File: src/rtl/riscv_pkg.sv
// Shared pipeline types: memory operation codes, trap codes and
// the per-request metadata tracked between MEM2 issue and LSU response.
package riscv_pkg;

    typedef enum logic [3:0] {
        MEM_NOP = 4'd0,
        MEM_LB  = 4'd1,
        MEM_LH  = 4'd2,
        MEM_LW  = 4'd3,
        MEM_LBU = 4'd4,
        MEM_LHU = 4'd5,
        MEM_LWU = 4'd6,
        MEM_LD  = 4'd7,
        MEM_SB  = 4'd8,
        MEM_SH  = 4'd9,
        MEM_SW  = 4'd10,
        MEM_SD  = 4'd11
    } mem_oper_t;

    typedef enum logic [3:0] {
        NO_TRAP            = 4'd0,
        EXC_ILLEGAL        = 4'd1,
        EXC_ECALL          = 4'd2,
        EXC_EBREAK         = 4'd3,
        EXC_LOAD_MISALIGN  = 4'd4,
        EXC_STORE_MISALIGN = 4'd5
    } exc_t;

    typedef struct packed {
        mem_oper_t  oper;
        logic [2:0] offset;
        logic       write_rd;
        logic [4:0] rd;
        logic       kill;
    } mem_meta_t;

endpackage

File: src/rtl/lsu_resp_queue.sv
// In-order circular buffer of outstanding LSU request metadata,
// with a per-slot kill flag that a pipeline flush sets on every entry.
module lsu_resp_queue #(
    parameter int  DEPTH = 2,
    parameter type T     = logic,
    localparam int PW    = (DEPTH > 1) ? $clog2(DEPTH) : 1,
    localparam int CW    = $clog2(DEPTH + 1)
) (
    input  logic          clk_i,
    input  logic          rst_i,
    input  logic          push_i,
    input  T              push_data_i,
    input  logic          pop_i,
    input  logic          flush_i,
    output T              head_o,
    output logic          head_kill_o,
    output logic          full_o,
    output logic          empty_o,
    output logic [CW-1:0] count_o
);

    T               mem_q [DEPTH];
    logic [DEPTH-1:0] kill_q, kill_d;
    logic [PW-1:0]  rd_ptr_q, rd_ptr_d;
    logic [PW-1:0]  wr_ptr_q, wr_ptr_d;
    logic [CW-1:0]  count_q, count_d;
    logic           do_push, do_pop;

    // Pointers wrap at DEPTH, so non-power-of-two depths work.
    function automatic logic [PW-1:0] wrap_inc(input logic [PW-1:0] p);
        return (32'(p) == DEPTH - 1) ? '0 : p + 1'b1;
    endfunction

    assign full_o      = (count_q == CW'(DEPTH));
    assign empty_o     = (count_q == '0);
    assign count_o     = count_q;
    assign head_o      = mem_q[rd_ptr_q];
    assign head_kill_o = kill_q[rd_ptr_q];

    assign do_pop  = pop_i & ~empty_o;
    assign do_push = push_i & (~full_o | do_pop);

    always_comb begin
        rd_ptr_d = do_pop  ? wrap_inc(rd_ptr_q) : rd_ptr_q;
        wr_ptr_d = do_push ? wrap_inc(wr_ptr_q) : wr_ptr_q;
        count_d  = count_q + CW'(do_push) - CW'(do_pop);
        kill_d   = flush_i ? '1 : kill_q;
        if (do_push) begin
            kill_d[wr_ptr_q] = 1'b0;
        end
    end

    always_ff @(posedge clk_i) begin
        if (rst_i) begin
            rd_ptr_q <= '0;
            wr_ptr_q <= '0;
            count_q  <= '0;
            kill_q   <= '0;
        end else begin
            rd_ptr_q <= rd_ptr_d;
            wr_ptr_q <= wr_ptr_d;
            count_q  <= count_d;
            kill_q   <= kill_d;
        end
    end

    always_ff @(posedge clk_i) begin
        if (do_push) begin
            mem_q[wr_ptr_q] <= push_data_i;
        end
    end

endmodule

File: src/rtl/stage_mem2_mo.sv
// MEM2 stage with multiple outstanding LSU requests: in-order tracking,
// load data formatting, in-order retirement to WB and CSR commit gating.
module stage_mem2_mo
    import riscv_pkg::*;
#(
    parameter int XLEN            = 32,
    parameter int MAX_OUTSTANDING = 2
) (
    input  logic            clk_i,
    input  logic            rst_i,
    input  logic            valid_i,
    input  logic [XLEN-1:0] alu_result_i,
    input  mem_oper_t       mem_oper_i,
    input  logic            write_rd_i,
    input  logic [4:0]      rd_addr_i,
    input  logic [XLEN-1:0] csr_wdata_i,
    input  logic [11:0]     csr_waddr_i,
    input  logic            csr_we_i,
    input  exc_t            trap_i,
    input  logic            flush_i,
    input  logic            lsu_rvalid_i,
    input  logic [XLEN-1:0] lsu_rdata_i,
    input  logic            lsu_err_i,
    output logic            csr_we_o,
    output logic [11:0]     csr_waddr_o,
    output logic [XLEN-1:0] csr_wdata_o,
    output logic            wb_valid_o,
    output logic            write_rd_o,
    output logic [4:0]      rd_addr_o,
    output logic [XLEN-1:0] wb_data_o,
    output mem_oper_t       mem_oper_o,
    output logic            load_fault_o,
    output logic            stall_o
);

    localparam int CW = $clog2(MAX_OUTSTANDING + 1);
    localparam int OW = $clog2(XLEN / 8);

    logic            is_mem, accept, push;
    logic            q_full, q_empty, head_kill, head_dead;
    logic [CW-1:0]   q_count;
    mem_meta_t       push_meta, head_meta;

    logic            wb_valid_q, wb_valid_d;
    logic            write_rd_q, write_rd_d;
    logic [4:0]      rd_addr_q, rd_addr_d;
    logic [XLEN-1:0] wb_data_q, wb_data_d;
    mem_oper_t       mem_oper_q, mem_oper_d;
    logic            load_fault_q, load_fault_d;

    function automatic logic [XLEN-1:0] fmt(
        input logic [XLEN-1:0] raw,
        input logic [2:0]      off,
        input mem_oper_t       op
    );
        logic [XLEN-1:0] sh;
        sh = raw >> {off, 3'b000};
        case (op)
            MEM_LB:  return XLEN'($signed(sh[7:0]));
            MEM_LH:  return XLEN'($signed(sh[15:0]));
            MEM_LW:  return XLEN'($signed(sh[31:0]));
            MEM_LBU: return XLEN'(sh[7:0]);
            MEM_LHU: return XLEN'(sh[15:0]);
            MEM_LWU: return XLEN'(sh[31:0]);
            MEM_LD:  return sh;
            default: return '0;
        endcase
    endfunction

    assign is_mem  = (mem_oper_i != MEM_NOP);
    // Non-mem ops wait for a fully drained queue so WB order stays program order.
    assign stall_o = valid_i & ~flush_i &
                     (is_mem ? (q_full & ~lsu_rvalid_i) : (q_count != '0));
    assign accept  = valid_i & ~stall_o & ~flush_i;
    assign push    = accept & is_mem;

    assign csr_we_o    = csr_we_i & accept & (trap_i == NO_TRAP);
    assign csr_waddr_o = csr_waddr_i;
    assign csr_wdata_o = csr_wdata_i;

    always_comb begin
        push_meta          = '0;
        push_meta.oper     = mem_oper_i;
        push_meta.offset   = 3'(alu_result_i[OW-1:0]);
        push_meta.write_rd = write_rd_i;
        push_meta.rd       = rd_addr_i;
        push_meta.kill     = 1'b0;
    end

    lsu_resp_queue #(
        .DEPTH (MAX_OUTSTANDING),
        .T     (mem_meta_t)
    ) u_queue (
        .clk_i       (clk_i),
        .rst_i       (rst_i),
        .push_i      (push),
        .push_data_i (push_meta),
        .pop_i       (lsu_rvalid_i),
        .flush_i     (flush_i),
        .head_o      (head_meta),
        .head_kill_o (head_kill),
        .full_o      (q_full),
        .empty_o     (q_empty),
        .count_o     (q_count)
    );

    // A flush in the pop cycle also kills the popping entry.
    assign head_dead = head_meta.kill | head_kill | flush_i;

    always_comb begin
        wb_valid_d   = wb_valid_q;
        write_rd_d   = write_rd_q;
        rd_addr_d    = rd_addr_q;
        wb_data_d    = wb_data_q;
        mem_oper_d   = mem_oper_q;
        load_fault_d = load_fault_q;
        if (lsu_rvalid_i) begin
            wb_valid_d   = ~head_dead;
            write_rd_d   = head_meta.write_rd & ~lsu_err_i & ~head_dead;
            rd_addr_d    = head_meta.rd;
            wb_data_d    = fmt(lsu_rdata_i, head_meta.offset, head_meta.oper);
            mem_oper_d   = head_meta.oper;
            load_fault_d = lsu_err_i & ~head_dead;
        end else if (accept & ~is_mem) begin
            wb_valid_d   = 1'b1;
            write_rd_d   = write_rd_i;
            rd_addr_d    = rd_addr_i;
            wb_data_d    = alu_result_i;
            mem_oper_d   = mem_oper_i;
            load_fault_d = 1'b0;
        end else begin
            wb_valid_d   = 1'b0;
            write_rd_d   = 1'b0;
            load_fault_d = 1'b0;
        end
    end

    always_ff @(posedge clk_i) begin
        if (rst_i) begin
            wb_valid_q   <= 1'b0;
            write_rd_q   <= 1'b0;
            rd_addr_q    <= '0;
            wb_data_q    <= '0;
            mem_oper_q   <= MEM_NOP;
            load_fault_q <= 1'b0;
        end else begin
            wb_valid_q   <= wb_valid_d;
            write_rd_q   <= write_rd_d;
            rd_addr_q    <= rd_addr_d;
            wb_data_q    <= wb_data_d;
            mem_oper_q   <= mem_oper_d;
            load_fault_q <= load_fault_d;
        end
    end

    assign wb_valid_o   = wb_valid_q;
    assign write_rd_o   = write_rd_q;
    assign rd_addr_o    = rd_addr_q;
    assign wb_data_o    = wb_data_q;
    assign mem_oper_o   = mem_oper_q;
    assign load_fault_o = load_fault_q;

    a_no_orphan_resp: assert property (
        @(posedge clk_i) disable iff (rst_i) !(lsu_rvalid_i && q_empty)
    ) else $error("LSU response with no outstanding request");

endmodule

File: config.mk
export PLATFORM = sky130hd
export DESIGN_NAME = stage_mem2_mo
export DESIGN_NICKNAME = d
export VERILOG_FILES = /design/src/rtl/riscv_pkg.sv /design/src/rtl/lsu_resp_queue.sv /design/src/rtl/stage_mem2_mo.sv
export SDC_FILE = /design/constraint.sdc
export NUM_CORES = 1
export LEC_CHECK = 0
export CAP_MARGIN = 20
export CORE_MARGIN = 10
export CORE_UTILIZATION = 37
export DETAILED_ROUTE_END_ITERATION = 7
export GPL_TIMING_DRIVEN = 0
export PLACE_DENSITY = 0.81
export SKIP_LAST_GASP = 1
export SLEW_MARGIN = 30
export SYNTH_ARGS = -nofsm -noshare
export SYNTH_HDL_FRONTEND = slang
export SYNTH_HIERARCHICAL = 1
export SYNTH_SLANG_ARGS = --single-unit
File: constraint.sdc
create_clock -name clk_i -period 3.1 [get_ports clk_i]
set_clock_uncertainty 0.2 [all_clocks]
set_input_delay 0.465 -clock clk_i [delete_from_list [all_inputs] [get_ports clk_i]]
set_output_delay 0.465 -clock clk_i [all_outputs]
set_load 0.1 [all_outputs]
==> results of run 1 <==
flip-flops by register name, indices dropped and copies added (netlist names), 2 cells and up, named ones only:
| signal | count |
|---|---|
| mem_oper_o | 4 |
| u_queue/mem_q | 28 |
| u_queue/kill_q | 2 |
| wb_data_o | 32 |
| u_queue/count_o | 2 |
| rd_addr_o | 5 |
final cells by class:
cell class	count	area, sq um
Fill cell	943	4840
Multi-Input combinational cell	267	2150
Sequential cell	79	1860
Timing Repair Buffer	176	1760
Buffer	70	475
Clock buffer	10	229
Tap cell	143	179
Clock inverter	6	68.8
Inverter	2	7.51
through the flow:
| step | setup TNS [ps] | instance area, sq um | util | worst slack (ps) |
|---|---|---|---|---|
| after floorplan | 0 | 4430 | - | 53.9 |
| after global placement | -36230 | 6350 | 0.549 | -1330 |
| after detailed placement | -36840 | 6350 | 0.549 | -1390 |
| after CTS | 0 | 6710 | 0.580 | 33.9 |
| after global routing | 0 | 6730 | 0.582 | 6.51 |
| final | 0 | 6730 | 0.582 | 62.3 |
critical path, stage by stage:
cell and delay (ps):
clkdlybuf4s50_1 450, or4_4 560, buf_4 230, a31oi_4 230, and4_4 260, buf_12 170
worst min-delay path by stage:
| stage | start | to | cells past startpoint |
|---|---|---|---|
| after floorplan | u_queue/kill_q[0] | u_queue/kill_q[0] | 2 |
| after global placement | u_queue/kill_q[0] | u_queue/kill_q[0] | 2 |
| after detailed placement | u_queue/kill_q[0] | u_queue/kill_q[0] | 2 |
| after CTS | u_queue/kill_q[0] | u_queue/kill_q[0] | 2 |
| after global routing | u_queue/kill_q[0] | u_queue/kill_q[0] | 2 |
| final | u_queue/kill_q[1] | u_queue/kill_q[1] | 2 |
power by group through the flow:
stage	Combinational, mW	Clock [mW]	Sequential, mW
3_5_place_dp	1.22	0	1.20
3_3_place_gp	1.20	0	1.19
5_1_grt	1.30	1.12	1.18
4_1_cts	1.24	1.07	1.18
2_1_floorplan	0.658	0	1.40
6_report	1.25	1.06	1.18
what timing repair did:
item                                   in CTS  in global routing
setup endpoints to repair                  36                 25
setup buffers                               2                  0
endpoints found under the hold margin       0                  0
gates resized for setup                    28                  6
metal layers:
| layer | vias to the layer above | part of all wire | routed length (um) |
|---|---|---|---|
| met5 | - | 0 | 0 |
| met4 | 0 | 0.023 | 365 |
| met3 | 41 | 0.12 | 1940 |
| met2 | 262 | 0.48 | 7840 |
| met1 | 2011 | 0.37 | 6030 |
| li1 | 1935 | - | - |
==> results.toml, run 1 <==
[grt]
grt_max_degree = 20
met2_usage = 0.305
grt_pass1_wl_um = 24000
grt_most_used_layer = "met2"
grt-ovfl-total = 0
grt_pass1_vias = 4400
grtUsageMet1 = 0.209
grt_use_met3 = 0.0718
grtUsageTotal = 0.183
antenna_found_initial = 0

[worst_setup_path]
start_kind = "primary input"
reg2reg_slack_ps = 140
criticalPathCategory = "primary input to output port"
r2r_end = "wb_data_o[28]"
arrival_ps = 2370
reg2regPathDepth = 7
critPathMaxFanout = 19
worst_setup_path_end_kind = "output port"
cp-startpoint = "mem_oper_i[2]"
crit_path_end = "csr_we_o"
cp_data_required_time_ps = 2430

[floorplan]
pin_count = 219
start_util = 0.382
rows = 39
fp.dieArea_sq_um = 16700
core_area_sq_um = 11600
die_y_um = 129
die_x_um = 129

[power_and_ir_drop]
pwr-share-seq = 0.338
p_sw_frac = 0.366
p_leak_nw = 2.53
power.internal_mw = 2.21
clock_power_share = 0.303
p_per_area_nw_per_um2 = 518
total_power_mw = 3.48
peakVddDrop_mv = 0.256
switchingPower_mw = 1.27
pwr-share-comb = 0.359

[route]
drt-total-wl_um = 16200
dr_total_vias = 4249
drtIter0Drc = 333
viasPerCell = 5.64
wl_per_cell_um = 21.5
drc = 0
first_pass_iters = 7
postRouteAntennaNets = 0

[outcome]
outcome = "finished clean"

[worst_hold_path]
hold_path.class = "flip-flop to flip-flop"

[yosys]
syn_inst = 416
ys_warn_count = 6
syn-cell-area_sq_um = 4410
avgSynthCellArea_sq_um = 10.6

[flow_run]
drv_cap = 0

[cts]
cts_buffer_depth = 2
clk_latency_ps = 340
numCtsBuffers = 9
hold_buffers = 0
root_buffer = "clkbuf_16"
htreeDepth = 3
cts_tree = "done"
clk_pin_slew_ps = 60
cts_sinks = 79

[timing]
fin_crit_ps = 3040
worst_pin_slew_ps = 1020
hold_violations = 0
rsz0062_at_grt = "false"
fmax_ghz = 0.329
slew_violations = 0
relSlewSlack = 0.315
whs_ps = 298
fin_crit_sh = 0.980
setup_violations = 0

[place]
hpwl_um = 12700
gp_congestion = 0.873
place_inst = 736
io_buffer_count = 174

[final_layout]
final_cell_count_no_fill = 753
area_growth_pct = 52.4
final_cell_mix = "clkdlybuf4s50_1 (170), dfxtp_1 (51), buf_4 (49)"
fin_nets = 735
layout_commonest_cell = "clkdlybuf4s50_1"
num_antenna_cells = 0
drive_gt1_frac = 0.226
Note: power is estimated with default switching activity, not from simulation.
==> run 2, diff against run 1 <==
CAP_MARGIN = default   (was 20)
CORE_MARGIN = 2   (was 10)
CTS_CLUSTER_SIZE = 8   (was default)
==> run 2 against run 1 <==
- the run now ends with DRC left
- combinational power about the same
- first-iteration DRC count down 24%
- flip-flop and latch count unchanged
- via count up 0.26%
- clock-buffer cell count unchanged
- critical path depth up 1
- die area down 23%
- sequential share of layout area unchanged
- highest routed layer unchanged
==> results.toml, run 2 (synthesis results as in run 1) <==
[route]
dr_total_vias = 4260
drc = 13
postRouteAntennaNets = 0
viasPerCell = 5.66
drtIter0Drc = 253
first_pass_iters = 7
drt-total-wl_um = 14600
wl_per_cell_um = 19.4

[timing]
slew_violations = 0
fin_crit_sh = 0.982
setup_violations = 0
fin_crit_ps = 3040
fin_ws_ps = 56.0
fmax_ghz = 0.329
relSlewSlack = 0.324
worst_pin_slew_ps = 1010
tns_ps = 0
hold_violations = 0
whs_ps = 279

[worst_setup_path]
criticalPathCategory = "primary input to output port"
critPathMaxFanout = 19
worst_setup_path_end_kind = "output port"
reg2reg_slack_ps = 130
reg2regPathDepth = 8
arrival_ps = 2380
r2r_end = "wb_data_o[27]"
start_kind = "primary input"
cp_data_required_time_ps = 2430

[floorplan]
start_util = 0.383
rows = 39
die_x_um = 113
die_y_um = 113
pin_count = 219
core_area_sq_um = 11500
fp.dieArea_sq_um = 12800

[grt]
antenna_found_initial = 0
grtUsageTotal = 0.220
grt_pass1_vias = 4182
grt_pass1_wl_um = 22100
grt_max_degree = 20
grt-ovfl-total = 0

[worst_hold_path]
hold_path.class = "flip-flop to flip-flop"
min_from = "u_queue/kill_q[0]"
hold_depth = 2
whs_endpoint = "u_queue/kill_q[0]"

[place]
gp_congestion = 0.908
pre_cts_slack_ps = -1360
io_buffer_count = 174
hpwl_um = 11000

[cts]
hold_buffers = 0
cts_sinks = 79
numCtsBuffers = 9
cts_buffer_depth = 2
clk_latency_ps = 340
root_buffer = "clkbuf_16"
htreeDepth = 3
cts_tree = "done"
clk_pin_slew_ps = 60

[power_and_ir_drop]
pwr-share-comb = 0.365
clock_power_share = 0.291
p_per_area_nw_per_um2 = 510
pwr-share-seq = 0.343
power.internal_mw = 2.15
p_sw_frac = 0.373
peakVddDrop_mv = 0.233
switchingPower_mw = 1.28
p_leak_nw = 2.52

[final_layout]
fin_nets = 735
largest_register_ffs = 32
layout_commonest_cell = "clkdlybuf4s50_1"
area_growth_pct = 52.4
drive_gt1_frac = 0.223
final_cell_mix = "clkdlybuf4s50_1 (171), dfxtp_1 (51), buf_4 (49)"
num_antenna_cells = 0

[outcome]
outcome = "complete, but fails checks"
violations = "DRC"

[flow_run]
drv_cap = 0
-- run 2: critical path, stage by stage --
cell and delay (ps):
clkdlybuf4s50_1 450, or4_1 610, buf_6 210, nor2_1 190, a31oi_4 60, nor2_2 100, buf_4 290
-- run 2: through the flow --
step                power (mW)  std cells   util  cell area (sq um)
floorplan                 2.06        419      -               4430
global placement          2.39        736  0.552               6350
detailed placement        2.41        736  0.552               6360
CTS                       3.41        753  0.581               6700
global route              3.53        753  0.584               6730
finish                    3.43        753  0.584               6730
-- run 2: what timing repair did --
action                     CTS  global route
pin swaps                    1             0
setup buffers                2             0
resized for setup           26             8
setup endpoints to repair   45            28
-- run 2: worst max path at each step --
stage,startpoint,end,slack [ps],cells past startpoint
2_1_floorplan,mem_oper_i[2],csr_we_o,50,5
3_5_place_dp,lsu_rvalid_i,csr_we_o,-1360,7
5_1_grt,flip-flop,wb_data_o[27],-30,8
4_1_cts,lsu_rvalid_i,stall_o,-40,7
3_3_place_gp,lsu_rvalid_i,csr_we_o,-1320,7
6_report,mem_oper_i[2],stall_o,60,7
-- run 2: layout make-up --
cell class	count	area, sq um
clock inverters	6	41.3
inverters	2	7.51
plain buffers	70	478
flip-flops and latches	79	1860
multi-input cells	267	2160
well taps	143	179
clock buffers	10	239
repair buffers	176	1760
fillers	951	4790
-- run 2: metal layers --
metal,share of wire,global-route usage
met2,0.50,0.381
met4,0.018,0.0748
met5,0,0
met3,0.10,0.0514
met1,0.38,0.269
-- run 2: power groups by stage --
stage          Sequential [mW]  Clock [mW]  Combinational, mW
2_1_floorplan             1.40           0              0.658
3_3_place_gp              1.20           0               1.19
3_5_place_dp              1.20           0               1.21
4_1_cts                   1.18        1.00               1.23
5_1_grt                   1.18        1.04               1.31
6_report                  1.18       0.999               1.25
==> run 3, diff against run 2 <==
CTS_CLUSTER_DIAMETER = 60   (was default)
==> results of run 3 <==
No change in the layout: final DEF, timing and power equal those of run 2.
